`src/rtl/fetch_sequencer.sv`:
```
// Instruction fetch sequencer: PC register plus IDLE/FETCH/WAIT/HALT control of imem requests.
// imem_req/fetch_valid are combinational from state and inputs; PC and state update on the next rising clk.
module fetch_sequencer #(
  parameter logic [7:0] RESET_VECTOR = 8'h00,
  parameter logic [7:0] PC_STEP      = 8'd1
) (
  input  logic       clk,
  input  logic       rst,
  input  logic       stall,
  input  logic       branch_taken,
  input  logic [7:0] branch_target,
  input  logic       jump,
  input  logic [7:0] jump_target,
  input  logic       halt,
  input  logic       resume,
  input  logic       imem_ack,
  output logic       imem_req,
  output logic [7:0] imem_addr,
  output logic [7:0] pc_out,
  output logic       fetch_valid,
  output logic [1:0] state
);

  typedef enum logic [1:0] {
    S_IDLE  = 2'd0,
    S_FETCH = 2'd1,
    S_WAIT  = 2'd2,
    S_HALT  = 2'd3
  } state_t;

  state_t     r_state;
  state_t     w_state_nxt;
  logic [7:0] r_pc;
  logic [7:0] w_pc_nxt;
  logic       w_req;
  logic       w_redirect;
  logic [7:0] w_redirect_pc;

  // Jump outranks a same-cycle taken branch.
  assign w_redirect    = jump | branch_taken;
  assign w_redirect_pc = jump ? jump_target : branch_target;

  always_comb begin
    w_state_nxt = r_state;
    w_pc_nxt    = r_pc;
    w_req       = 1'b0;
    case (r_state)
      S_IDLE: begin
        w_state_nxt = S_FETCH;
      end
      S_FETCH, S_WAIT: begin
        if (w_redirect) begin
          w_pc_nxt    = w_redirect_pc;
          w_state_nxt = S_FETCH;
        end else if (halt) begin
          w_state_nxt = S_HALT;
        end else if (!stall) begin
          w_req = 1'b1;
          if (imem_ack) begin
            w_pc_nxt    = r_pc + PC_STEP;
            w_state_nxt = S_FETCH;
          end else begin
            w_state_nxt = S_WAIT;
          end
        end
      end
      S_HALT: begin
        if (w_redirect) begin
          w_pc_nxt = w_redirect_pc;
        end
        // A halt request still present wins over resume.
        if (resume && !halt) begin
          w_state_nxt = S_FETCH;
        end
      end
      default: begin
        w_state_nxt = S_IDLE;
      end
    endcase
  end

  always_ff @(posedge clk) begin
    if (rst) begin
      r_state <= S_IDLE;
      r_pc    <= RESET_VECTOR;
    end else begin
      r_state <= w_state_nxt;
      r_pc    <= w_pc_nxt;
    end
  end

  assign imem_req    = w_req & ~rst;
  assign fetch_valid = imem_req & imem_ack;
  assign imem_addr   = r_pc;
  assign pc_out      = r_pc;
  assign state       = r_state;

endmodule
```
`config.mk`:
```
export PLATFORM = sky130hd
export DESIGN_NAME = fetch_sequencer
export DESIGN_NICKNAME = d
export VERILOG_FILES = /design/src/rtl/fetch_sequencer.sv
export SDC_FILE = /design/constraint.sdc
export NUM_CORES = 1
export LEC_CHECK = 0
export ABC_AREA = 1
export ABC_CLOCK_PERIOD_IN_PS = 1180
export CAP_MARGIN = 20
export CORE_UTILIZATION = 36
export DETAILED_ROUTE_END_ITERATION = 8
export HOLD_SLACK_MARGIN = 0.02
export PLACE_DENSITY = 0.79
export SYNTH_ARGS = -nofsm -noshare
export SYNTH_HDL_FRONTEND = slang
export SYNTH_SLANG_ARGS = --single-unit
export TNS_END_PERCENT = 50
```
`constraint.sdc`:
```
create_clock -name clk -period 1.18 [get_ports clk]
set_input_delay 0.236 -clock clk [delete_from_list [all_inputs] [get_ports clk]]
set_output_delay 0.236 -clock clk [all_outputs]
set_load 0.005 [all_outputs]
```
# Yosys cells after proc, flatten, opt, wreduce, memory -nomap -nowiden

Cells that the tools add are included.

Register bits after elaboration: 10
Bits of input ports: 24
Output and inout port bits: 20
Logic and storage cells: 40

Add/sub/neg operators: 1
Equal/unequal tests: 9
Multiplexer cells: 17
Bitwise gates (word level): 4
Reductions and logical operators: 7

Operators with widths:

| cell                                           | number |
|---|---|
| two-way mux 8 bit                              | 6 |
| one-hot mux 8 bit (2 select lines)             | 1 |
| two-way mux 2 bit                              | 5 |
| != test 3 bit (second input constant)          | 3 |
| adder 8 x 1 -> 8 bit (second input constant)   | 1 |
| one-hot mux 2 bit (3 select lines)             | 1 |
| AND reduction 5 bit                            | 1 |
| == test 2 bit (second input constant)          | 2 |
| two-way mux 1 bit                              | 4 |
| != test 2 bit (second input constant)          | 2 |
| != test 4 bit (second input constant)          | 1 |
| bitwise AND 1 bit                              | 2 |
| == test 2 x 1 -> 1 bit (second input constant) | 1 |
| logical NOT 2 bit                              | 1 |
| AND reduction 2 bit                            | 1 |
| nonzero test 2 bit                             | 1 |
| OR reduction 2 bit                             | 1 |
| logical AND 1 bit                              | 1 |
| logical NOT 1 bit                              | 1 |
| inverter 1 bit                                 | 1 |
| bitwise OR 1 bit                               | 1 |

# Logic depth before layout (Yosys ltp)

Gate-level depths: netlist of run 1.

Depth after elaboration: 6
Mapped depth: 10

# Worst setup path after synthesis of run 1

No wires, ideal clock.

Kind: flip-flop to output port
Start: reg r_state[0], in the netlist state[0]
End: out fetch_valid
Arrival: 1153 ps
Data required time: 944 ps
Setup slack: -209 ps
Stages on the path, launching flop included: 5
Path buffers: 0
Path through: dfxtp_1 -> ha_1 -> nand3_2 -> nor3_1 -> and2_1

Longest elaborated chain between the ends: 5
Elaborated cells on any way between the ends: 6

RTL lines:

| element                                                 | RTL line | source |
|---|---|---|
| start, declared                                         | 31       | `state_t r_state;` |
| start signal, assigned                                  | 87       | `r_state <= w_state_nxt;` |
| == test 2 x 1 -> 1 bit or == test 2 bit (tied branches) | 47       | `case (r_state)` |
| OR reduction 2 bit (*)                                  | 47       |  |
| two-way mux 1 bit (*)                                   | 47       |  |
| bitwise AND 1 bit (*)                                   | 92       | `assign imem_req = w_req & ~rst;` |
| net imem_req                                            | 17       | `output logic imem_req,` |
| bitwise AND 1 bit (*)                                   | 93       | `assign fetch_valid = imem_req & imem_ack;` |
| end, declared                                           | 20       | `output logic fetch_valid,` |

Mark *: on every way through the listed nets, which the timed path passes. The rest lies on a longest branch.

# Worst setup path in the final report of run 1

Start: reg r_state[0], in the netlist state[0]
End: out fetch_valid

Longest elaborated chain between the ends: 5
Elaborated cells on any way between the ends: 6

RTL lines:

| element                                                 | RTL line |
|---|---|
| == test 2 x 1 -> 1 bit or == test 2 bit (tied branches) | 47 |
| OR reduction 2 bit (*)                                  | 47 |
| two-way mux 1 bit (*)                                   | 47 |
| bitwise AND 1 bit (*)                                   | 92 |
| bitwise AND 1 bit (*)                                   | 93 |

Every way passes the cells marked *; elsewhere a longest branch is shown, timed or not.

==> flow_metrics.env, run 1 <==
export IMPL_status="complete, but fails checks"
export IMPL_violations="setup timing"
export IMPL_peakVddDrop_mv=0.776
export IMPL_synth_area_leaders="dfxtp_1 22%, nand2_1 18%, nor2_1 7.5%"
export IMPL_synth_cells=147
export IMPL_worst_slack_ns=-0.377
export IMPL_cts_tree="built"
export IMPL_clkLatencyLatePin_ns=0.28
export IMPL_cellLeakagePower_nw=0.818
export IMPL_synth_common_cells="44 x nand2_1, 18 x nor2_1, 15 x inv_1"
export IMPL_coreArea_um2=2300
export IMPL_grt_overflow=0
export IMPL_synth_seq_area_share=0.222
export IMPL_hold_viol=0
export IMPL_critPathLaunchType="register"
export IMPL_fill_cells=201
export IMPL_grt_pass1_wl_um=4580
export IMPL_netlist_area_um2=903
export IMPL_clock_sinks=10
export IMPL_ant_nets=0
export IMPL_synthArstFlopShare=0
export IMPL_hp_start="stall"
export IMPL_worst_hold_slack_ns=0.440
export IMPL_die_h_um=52.1
export IMPL_setup_violations=12
export IMPL_post_route_period_util=1.32
export IMPL_fp_dieArea_um2=2710
export IMPL_dr_max_layer_used="met4"
export IMPL_fin_crit_ns=1.56
export IMPL_clockBufferDepth=2
export IMPL_synth_seq_cells=10
export IMPL_setup_worst_path_class="register to output pin"
export IMPL_grt_pass1_vias=1167
export IMPL_synth_top_area_share=0.222
export IMPL_synth_edf_count=0
export IMPL_dpl_hpwl_um=1970
export IMPL_cts_buffers=3
export IMPL_tns_ns=-3.20
export IMPL_path_max_fanout=2
export IMPL_htreeDepth=1
export IMPL_max_freq_mhz=642
export IMPL_clkTransAtPathRegs_ns=0.06
export IMPL_port_buffers=43
export IMPL_drc=0
export IMPL_fin_nets=237
export IMPL_synth_cell_type_count=25
export IMPL_design_area_um2=1620
export IMPL_yosysTopAreaCell="dfxtp_1"
export IMPL_synth_avg_cell_area_um2=6.15
export IMPL_worst_pin_slew_ns=0.273
export IMPL_crit_path_end_kind="output pin"
export IMPL_track_usage=0.229
export IMPL_die_w_um=52.1
export IMPL_drive_gt1_frac=0.348
export IMPL_worst_ep_required_time_ns=0.94
export IMPL_powerDensity_nw_per_um2=836
export IMPL_rr_endpoint="imem_addr[3]"
export IMPL_regArea_um2=215
export IMPL_core_rowCount=17
export IMPL_drv_slew=0
export IMPL_vias=1170
export IMPL_antenna_cells=0
export IMPL_first_iter_violations=26
export IMPL_routabilityCongestion=0.850
export IMPL_hold_path_end="state[0]"
export IMPL_wl_um=2790
export IMPL_met3WireLength_um=144
export IMPL_grt_setup_unrepaired="yes"
export IMPL_firstDrtPassIters=4
export IMPL_multi_input_area_um2=672
export IMPL_start_util=0.393
export IMPL_power_mw=1.35
export IMPL_drt_met1_wl_um=1000
export IMPL_antenna_found_initial=0
export IMPL_cts_hold_buf=0
export IMPL_post_dp_cell_area_um2=1450
export IMPL_synth_top_flop_cell="dfxtp_1"
export IMPL_rr_worst_depth=9
export IMPL_vias_per_cell=4.92
export IMPL_arrival_ns=1.32
export IMPL_boundaryPins=44
export IMPL_synth_warnings=0
export IMPL_synth_nets=173
export IMPL_syn_to_final_growth_pct=78.9
export IMPL_max_cap_violations=0
export IMPL_r2r_start="state[0]"
export IMPL_skew_ns=0.00754
export IMPL_grt_start_max_net_pins=11
export IMPL_reg2reg_slack_ns=-0.32
export IMPL_yosysMostFrequentCell="nand2_1"
export IMPL_wl_per_cell_um=11.7
export IMPL_min_path_type="input port to register"
export IMPL_relSlewSlack=0.818
export IMPL_wl_met2_um=1590
export IMPL_cts_root_buffer="clkbuf_4"
export IMPL_hold_depth=4
==> how the worst max path moves through the flow <==
stage | startpoint | endpoint | slack, ns | depth (start not counted)
after floorplan | state[1] | fetch_valid | -0.06 | 4
after global placement | jump | fetch_valid | -0.76 | 6
after detailed placement | jump | fetch_valid | -0.79 | 6
after CTS | state[0] | fetch_valid | -0.44 | 5
after global routing | state[1] | fetch_valid | -0.42 | 5
final | state[0] | fetch_valid | -0.38 | 5
==> kinds of logic (layout without fill, tap and decap cells) <==
group	after synthesis	count (layout)	share of synthesized area
AND/OR/NAND/NOR	91	92	0.485
buffers and inverters	26	88	0.159
AO/OA/AOI/OAI	18	18	0.107
flip-flops	10	10	0.222
adder cells (fa/ha/maj)	2	2	0.0277
==> critical path, stage by stage (launching register included) <==
cell and delay, ns:
dfxtp_2 0.34, ha_4 0.28, nand3_4 0.07, nor3_4 0.12, and2_1 0.14, buf_2 0.10
==> registers in the layout (all words and copies together) (netlist names) <==
signal     cells
state          2
imem_addr      8
==> placed cells by master (no fill, tap or decap), types with 2 or more instances in the layout <==
cell type        instances
buf_4                   22
inv_1                   12
nand3_1                 11
buf_6                    3
nor2_4                   4
inv_2                    2
a21oi_2                  2
clkbuf_4                 3
clkdlybuf4s50_1         20
or2_2                    3
nand3_4                  2
o21ai_0                  3
nor2_1                  15
nand2_1                 42
buf_2                    2
nand2_4                  3
o21ai_2                  2
a21oi_1                  3
nand2_2                  2
o21ai_1                  6
nand3_2                  3
dfxtp_2                  9
dlygate4sd2_1           18
==> timing repair <==
| action | CTS | global route |
|---|---|---|
| gates resized for setup | 62 | 11 |
| setup endpoints to repair | 30 | 14 |
| buffers inserted | 7 | 1 |
| cloned | 1 | 0 |
| pin swaps | 14 | 10 |
==> power by group <==
| group | switching (mW) | internal [mW] |
|---|---|---|
| registers | 0.0295 | 0.382 |
| clock network | 0.132 | 0.188 |
| logic | 0.292 | 0.328 |
| total | 0.454 | 0.898 |
==> metrics by stage <==
| step | cells | util | worst slack [ns] |
|---|---|---|---|
| 4_1_cts | 239 | 0.697 | -0.436 |
| 6_report | 238 | 0.704 | -0.377 |
| 2_1_floorplan | 147 | - | -0.0570 |
| 5_1_grt | 238 | 0.704 | -0.423 |
| 3_3_place_gp | 227 | 0.632 | -0.759 |
| 3_5_place_dp | 227 | 0.632 | -0.786 |
==> layout make-up <==
class                   count  share of cell area
multi-input cells         112               0.416
repair buffers             68               0.368
flip-flops and latches     10               0.133
inverters                  16              0.0395
clock buffers               4              0.0224
well taps                  28              0.0217
==> per-layer routing <==
| metal | vias to the layer above | global-route usage |
|---|---|---|
| met5 | - | 0 |
| met4 | 0 | 0.0991 |
| met3 | 9 | 0.0468 |
| met2 | 35 | 0.470 |
| met1 | 535 | 0.209 |
| li1 | 591 | - |
Power figures use the tool's default switching activity.
==> run 2, diff against run 1 <==
--- a/config.mk
+++ b/config.mk
@@ -8,6 +8,7 @@
 export ABC_AREA = 1
 export ABC_CLOCK_PERIOD_IN_PS = 1180
 export CAP_MARGIN = 20
+export CORE_ASPECT_RATIO = 0.6
 export CORE_UTILIZATION = 36
 export DETAILED_ROUTE_END_ITERATION = 8
 export HOLD_SLACK_MARGIN = 0.02
==> flow_metrics.env, run 2 (synthesis gave the netlist of run 1 again) <==
export IMPL_start_util=0.400
export IMPL_worst_pin_slew_ns=0.395
export IMPL_coreArea_um2=2260
export IMPL_power_mw=1.42
export IMPL_grt_use_met1=0.272
export IMPL_first_iter_violations=62
export IMPL_clkLatencyLatePin_ns=0.24
export IMPL_cts_root_buffer="clkbuf_8"
export IMPL_gr_usage_met2=0.394
export IMPL_min_path_type="register to register"
export IMPL_max_cap_violations=0
export IMPL_hold_viol=0
export IMPL_fp_dieArea_um2=2720
export IMPL_port_buffers=43
export IMPL_path_max_fanout=2
export IMPL_cts_hold_buf=0
export IMPL_slowest_stage="dfxtp_2"
export IMPL_vias_per_cell=4.98
export IMPL_ant_nets=0
export IMPL_firstDrtPassIters=4
export IMPL_drc=0
export IMPL_critPathLaunchType="register"
export IMPL_worst_ep_required_time_ns=0.94
export IMPL_track_usage=0.224
export IMPL_skew_ns=0.00505
export IMPL_drive_gt1_frac=0.309
export IMPL_routabilityCongestion=0.929
export IMPL_design_area_um2=1570
export IMPL_fill_cells=183
export IMPL_post_route_period_util=1.28
export IMPL_worst_hold_slack_ns=0.505
export IMPL_violations="setup timing"
export IMPL_clkTransAtPathRegs_ns=0.05
export IMPL_die_w_um=66.7
export IMPL_syn_to_final_growth_pct=74.2
export IMPL_grt_pass1_vias=963
export IMPL_clock_sinks=10
export IMPL_cts_buffers=3
export IMPL_dpl_hpwl_um=2140
export IMPL_met3_usage=0.0556
export IMPL_powerDensity_nw_per_um2=900
export IMPL_fin_nets=231
export IMPL_tns_ns=-3.22
export IMPL_cpPeakStageDelay_ns=0.33
export IMPL_final_cell_mix="42 x nand2_1, 20 x clkdlybuf4s50_1, 19 x dlygate4sd2_1, 18 x buf_4, 14 x nor2_1"
export IMPL_arrival_ns=1.27
export IMPL_grt_setup_unrepaired="yes"
export IMPL_crit_path_end_kind="output pin"
export IMPL_largest_reg_flops=8
export IMPL_cts_tree="built"
export IMPL_setup_violations=12
export IMPL_layout_commonest_cell="nand2_1"
export IMPL_setup_worst_path_class="register to output pin"
export IMPL_antenna_found_initial=0
export IMPL_grt_start_max_net_pins=12
export IMPL_relSlewSlack=0.737
export IMPL_cp_num_buf_inv=1
export IMPL_grt_overflow=0
export IMPL_die_h_um=40.8
export IMPL_post_dp_cell_area_um2=1450
export IMPL_drv_slew=0
export IMPL_cp_top_family="flip-flops"
export IMPL_crit_chain="ha_4 -> nand3_4 -> nor3_4 -> and2_1 -> buf_2"
export IMPL_fin_crit_ns=1.51
export IMPL_peakVddDrop_mv=0.514
export IMPL_clockBufferDepth=2
export IMPL_max_freq_mhz=662
export IMPL_antenna_cells=0
export IMPL_cellLeakagePower_nw=0.768
export IMPL_core_rowCount=13
export IMPL_boundaryPins=44
export IMPL_status="complete, but fails checks"
export IMPL_htreeDepth=1
export IMPL_wl_per_cell_um=12.6
export IMPL_busiest_layer="met2"
export IMPL_grt_pass1_wl_um=4300
export IMPL_worst_slack_ns=-0.330
export IMPL_wl_um=2940
export IMPL_vias=1166
==> run 2: cell count changes in the layout (fill, tap and decap cells not counted), sizes merged <==
| cell | delta |
|---|---|
| clkdlybuf4s15 | +1 |
| dlymetal6s2s | -1 |
| buf | -6 |
| dlygate4sd2 | +1 |
| clkinvlp | +1 |
| clkbuf | -1 |
| inv | -1 |
==> run 2: worst paths after layout <==
check          startpoint      endpoint  slack (ns)  depth (start not counted)
max              state[0]   fetch_valid       -0.33                          5
min reg2reg  imem_addr[7]  imem_addr[7]        0.50                          2
min          imem_addr[7]  imem_addr[7]        0.50                          2
max reg2reg      state[1]  imem_addr[4]       -0.32                          9
==> run 2: worst reg2reg max path, delay by kind of cell, from the launching register on <==
| family | cells | cell delay [ns] |
|---|---|---|
| simple gates | 5 | 0.51 |
| buf+inv | 3 | 0.34 |
| flops | 1 | 0.33 |
| fa+ha+maj | 1 | 0.26 |
==> run 2: power breakdown <==
part / total [mW] / internal, mW / leakage [nW] / switching [mW]
Clock: 0.436 / 0.294 / 0.0288 / 0.142
Sequential: 0.422 / 0.383 / 0.0862 / 0.0392
Combinational: 0.558 / 0.286 / 0.653 / 0.271
==> run 2: what timing repair did <==
item / in CTS / in global routing
cloned: 1 / 0
endpoints found under the hold margin: 0 / 0
resized for setup: 54 / 9
setup buffers: 1 / 1
setup endpoints to repair: 30 / 12
pin swaps: 10 / 7
==> run 2: stage by stage <==
stage	cells	utilization	setup WS (ns)
after detailed placement	228	0.640	-0.787
after floorplan	147	-	-0.0570
after global routing	234	0.696	-0.380
after global placement	228	0.640	-0.755
after CTS	234	0.677	-0.369
final	234	0.696	-0.330
==> run 2: cell type report <==
class                   count  area (µm²)  area share
inverters                  16        65.1      0.0413
multi-input cells         112         657       0.417
flip-flops and latches     10         216       0.138
well taps                  30        37.5      0.0238
repair buffers             62         543       0.345
clock buffers               4        55.1      0.0350
==> run 2: per-layer routing <==
| layer | part of all wire | wire, µm | up-vias |
|---|---|---|---|
| met4 | 0.016 | 46 | 0 |
| met1 | 0.44 | 1280 | 503 |
| met2 | 0.45 | 1310 | 81 |
| met5 | 0 | 0 | - |
| li1 | - | - | 576 |
| met3 | 0.10 | 298 | 6 |
==> run 3, diff against run 2 <==
--- a/config.mk
+++ b/config.mk
@@ -12,6 +12,7 @@
 export CORE_UTILIZATION = 36
 export DETAILED_ROUTE_END_ITERATION = 8
 export HOLD_SLACK_MARGIN = 0.02
+export MAX_ROUTING_LAYER = met4
 export PLACE_DENSITY = 0.79
 export SYNTH_ARGS = -nofsm -noshare
 export SYNTH_HDL_FRONTEND = slang
==> flow_metrics.env, run 3 (synthesis gave the netlist of run 1 again) <==
export IMPL_clockBufferDepth=2
export IMPL_fin_crit_ns=1.53
export IMPL_setup_violations=12
export IMPL_slowest_stage="dfxtp_2"
export IMPL_grt_use_met1=0.288
export IMPL_port_buffers=43
export IMPL_cts_tree="built"
export IMPL_pwr_share_comb=0.402
export IMPL_coreArea_um2=2260
export IMPL_gr_usage_met2=0.452
export IMPL_wl_um=2910
export IMPL_p_seq_frac=0.298
export IMPL_met3_usage=0.0583
export IMPL_peakVddDrop_mv=0.455
export IMPL_p_sw_frac=0.318
export IMPL_crit_path_end_kind="output pin"
export IMPL_drive_gt1_frac=0.325
export IMPL_start_util=0.400
export IMPL_core_rowCount=13
export IMPL_boundaryPins=44
export IMPL_min_path_type="input port to register"
export IMPL_dpl_hpwl_um=2150
export IMPL_cp_num_buf_inv=1
export IMPL_syn_to_final_growth_pct=76.0
export IMPL_skew_ns=0.00534
export IMPL_max_cap_violations=0
export IMPL_post_route_period_util=1.29
export IMPL_crit_path_end="fetch_valid"
export IMPL_arrival_ns=1.29
export IMPL_path_max_fanout=2
export IMPL_r2r_start="state[1]"
export IMPL_final_cell_mix="42 x nand2_1, 20 x clkdlybuf4s50_1, 18 x dlygate4sd2_1, 16 x buf_4, 13 x nor2_1"
export IMPL_cts_root_buffer="clkbuf_8"
export IMPL_htreeDepth=1
export IMPL_vias_per_cell=5.08
export IMPL_fill_cells=181
export IMPL_cpPeakStageDelay_ns=0.33
export IMPL_worst_slack_ns=-0.348
export IMPL_relSlewSlack=0.792
export IMPL_drc=0
export IMPL_grt_start_max_net_pins=10
export IMPL_cp_depth=5
export IMPL_die_w_um=66.7
export IMPL_max_freq_mhz=655
export IMPL_cts_buffers=3
export IMPL_violations="setup timing"
export IMPL_worst_pin_slew_ns=0.309
export IMPL_track_usage=0.253
export IMPL_antenna_found_initial=0
export IMPL_critPathLaunchType="register"
export IMPL_clkTransAtPathRegs_ns=0.05
export IMPL_power_mw=1.42
export IMPL_worst_ep_required_time_ns=0.94
export IMPL_die_h_um=40.8
export IMPL_antenna_cells=0
export IMPL_clkLatencyLatePin_ns=0.24
export IMPL_setup_worst_path_class="register to output pin"
export IMPL_routabilityCongestion=0.935
export IMPL_crit_chain="ha_4 -> nand3_4 -> nor3_4 -> and2_1 -> buf_2"
export IMPL_status="complete, but fails checks"
export IMPL_ant_nets=0
export IMPL_wl_per_cell_um=12.5
export IMPL_busiest_layer="met2"
export IMPL_first_iter_violations=70
export IMPL_grt_setup_unrepaired="yes"
export IMPL_powerDensity_nw_per_um2=895
export IMPL_grt_pass1_wl_um=4660
export IMPL_clkPwrFrac=0.300
export IMPL_reg2reg_slack_ns=-0.25
export IMPL_firstDrtPassIters=4
export IMPL_startpoint="state[1]"
export IMPL_drv_slew=0
export IMPL_rr_worst_depth=10
export IMPL_vias=1184
export IMPL_grt_overflow=0
export IMPL_layout_commonest_cell="nand2_1"
export IMPL_clock_sinks=10
export IMPL_largest_reg_flops=8
export IMPL_rr_endpoint="imem_addr[4]"
export IMPL_fin_nets=230
export IMPL_grt_pass1_vias=1022
export IMPL_cp_top_family="flip-flops"
export IMPL_cts_hold_buf=0
export IMPL_intPower_mw=0.970
export IMPL_fp_dieArea_um2=2720
export IMPL_dp_slack_ns=-0.782
export IMPL_cellLeakagePower_nw=0.786
export IMPL_switchingPower_mw=0.453
export IMPL_hold_viol=0
## run 3: worst reg2reg max path, stage by stage (launching register included)
cell	delay, ns
dfxtp_2	0.33
ha_4	0.29
buf_4	0.14
nor2_4	0.05
inv_2	0.06
nand2_4	0.07
nor2_4	0.18
nand2_1	0.08
nand2_1	0.05
inv_1	0.04
nor2_1	0.09
## run 3: how the worst min path moves through the flow
stage / from / cells past startpoint / slack (ns) / end
2_1_floorplan: rst / 1 / 0.31 / imem_addr[5]
3_3_place_gp: imem_addr[4] / 4 / 0.52 / imem_addr[4]
3_5_place_dp: imem_addr[7] / 2 / 0.53 / imem_addr[7]
4_1_cts: imem_addr[7] / 2 / 0.50 / imem_addr[7]
5_1_grt: stall / 4 / 0.51 / state[0]
6_report: stall / 4 / 0.46 / state[0]
## run 3: layout make-up
| type | count | area [µm²] | share of cell area |
|---|---|---|---|
| Timing Repair Buffer | 61 | 543 | 0.341 |
| Inverter | 16 | 63.8 | 0.0401 |
| Clock buffer | 4 | 55.1 | 0.0346 |
| Sequential cell | 10 | 219 | 0.138 |
| Tap cell | 30 | 37.5 | 0.0236 |
| Multi-Input combinational cell | 112 | 672 | 0.423 |
## run 3: per-stage QoR
stage	util	cell area, µm²	TNS (ns)	hold slack (ns)	std cells
final	0.703	1590	-2.54	0.463	233
after global routing	0.703	1590	-3.29	0.508	233
after CTS	0.700	1580	-3.17	0.501	236
after detailed placement	0.640	1450	-6.68	0.528	228
after global placement	0.640	1450	-6.42	0.524	228
after floorplan	-	926	-0.114	0.305	147
## run 3: power groups by stage
stage	Clock (mW)	Sequential [mW]	Combinational, mW
after global routing	0.468	0.432	0.625
after detailed placement	0	0.425	0.541
after CTS	0.432	0.423	0.556
final	0.427	0.424	0.572
after floorplan	0	0.427	0.265
after global placement	0	0.420	0.528
## run 3: repair_timing
| item | CTS | global route |
|---|---|---|
| setup buffers | 3 | 0 |
| cloned | 1 | 0 |
| gates resized for setup | 64 | 9 |
| pin swaps | 12 | 13 |
| setup endpoints to repair | 30 | 12 |
## run 3: metal layers
metal	wire [µm]	share of wire
met5	0	0
met4	76	0.026
met3	242	0.083
met2	1280	0.44
met1	1310	0.45
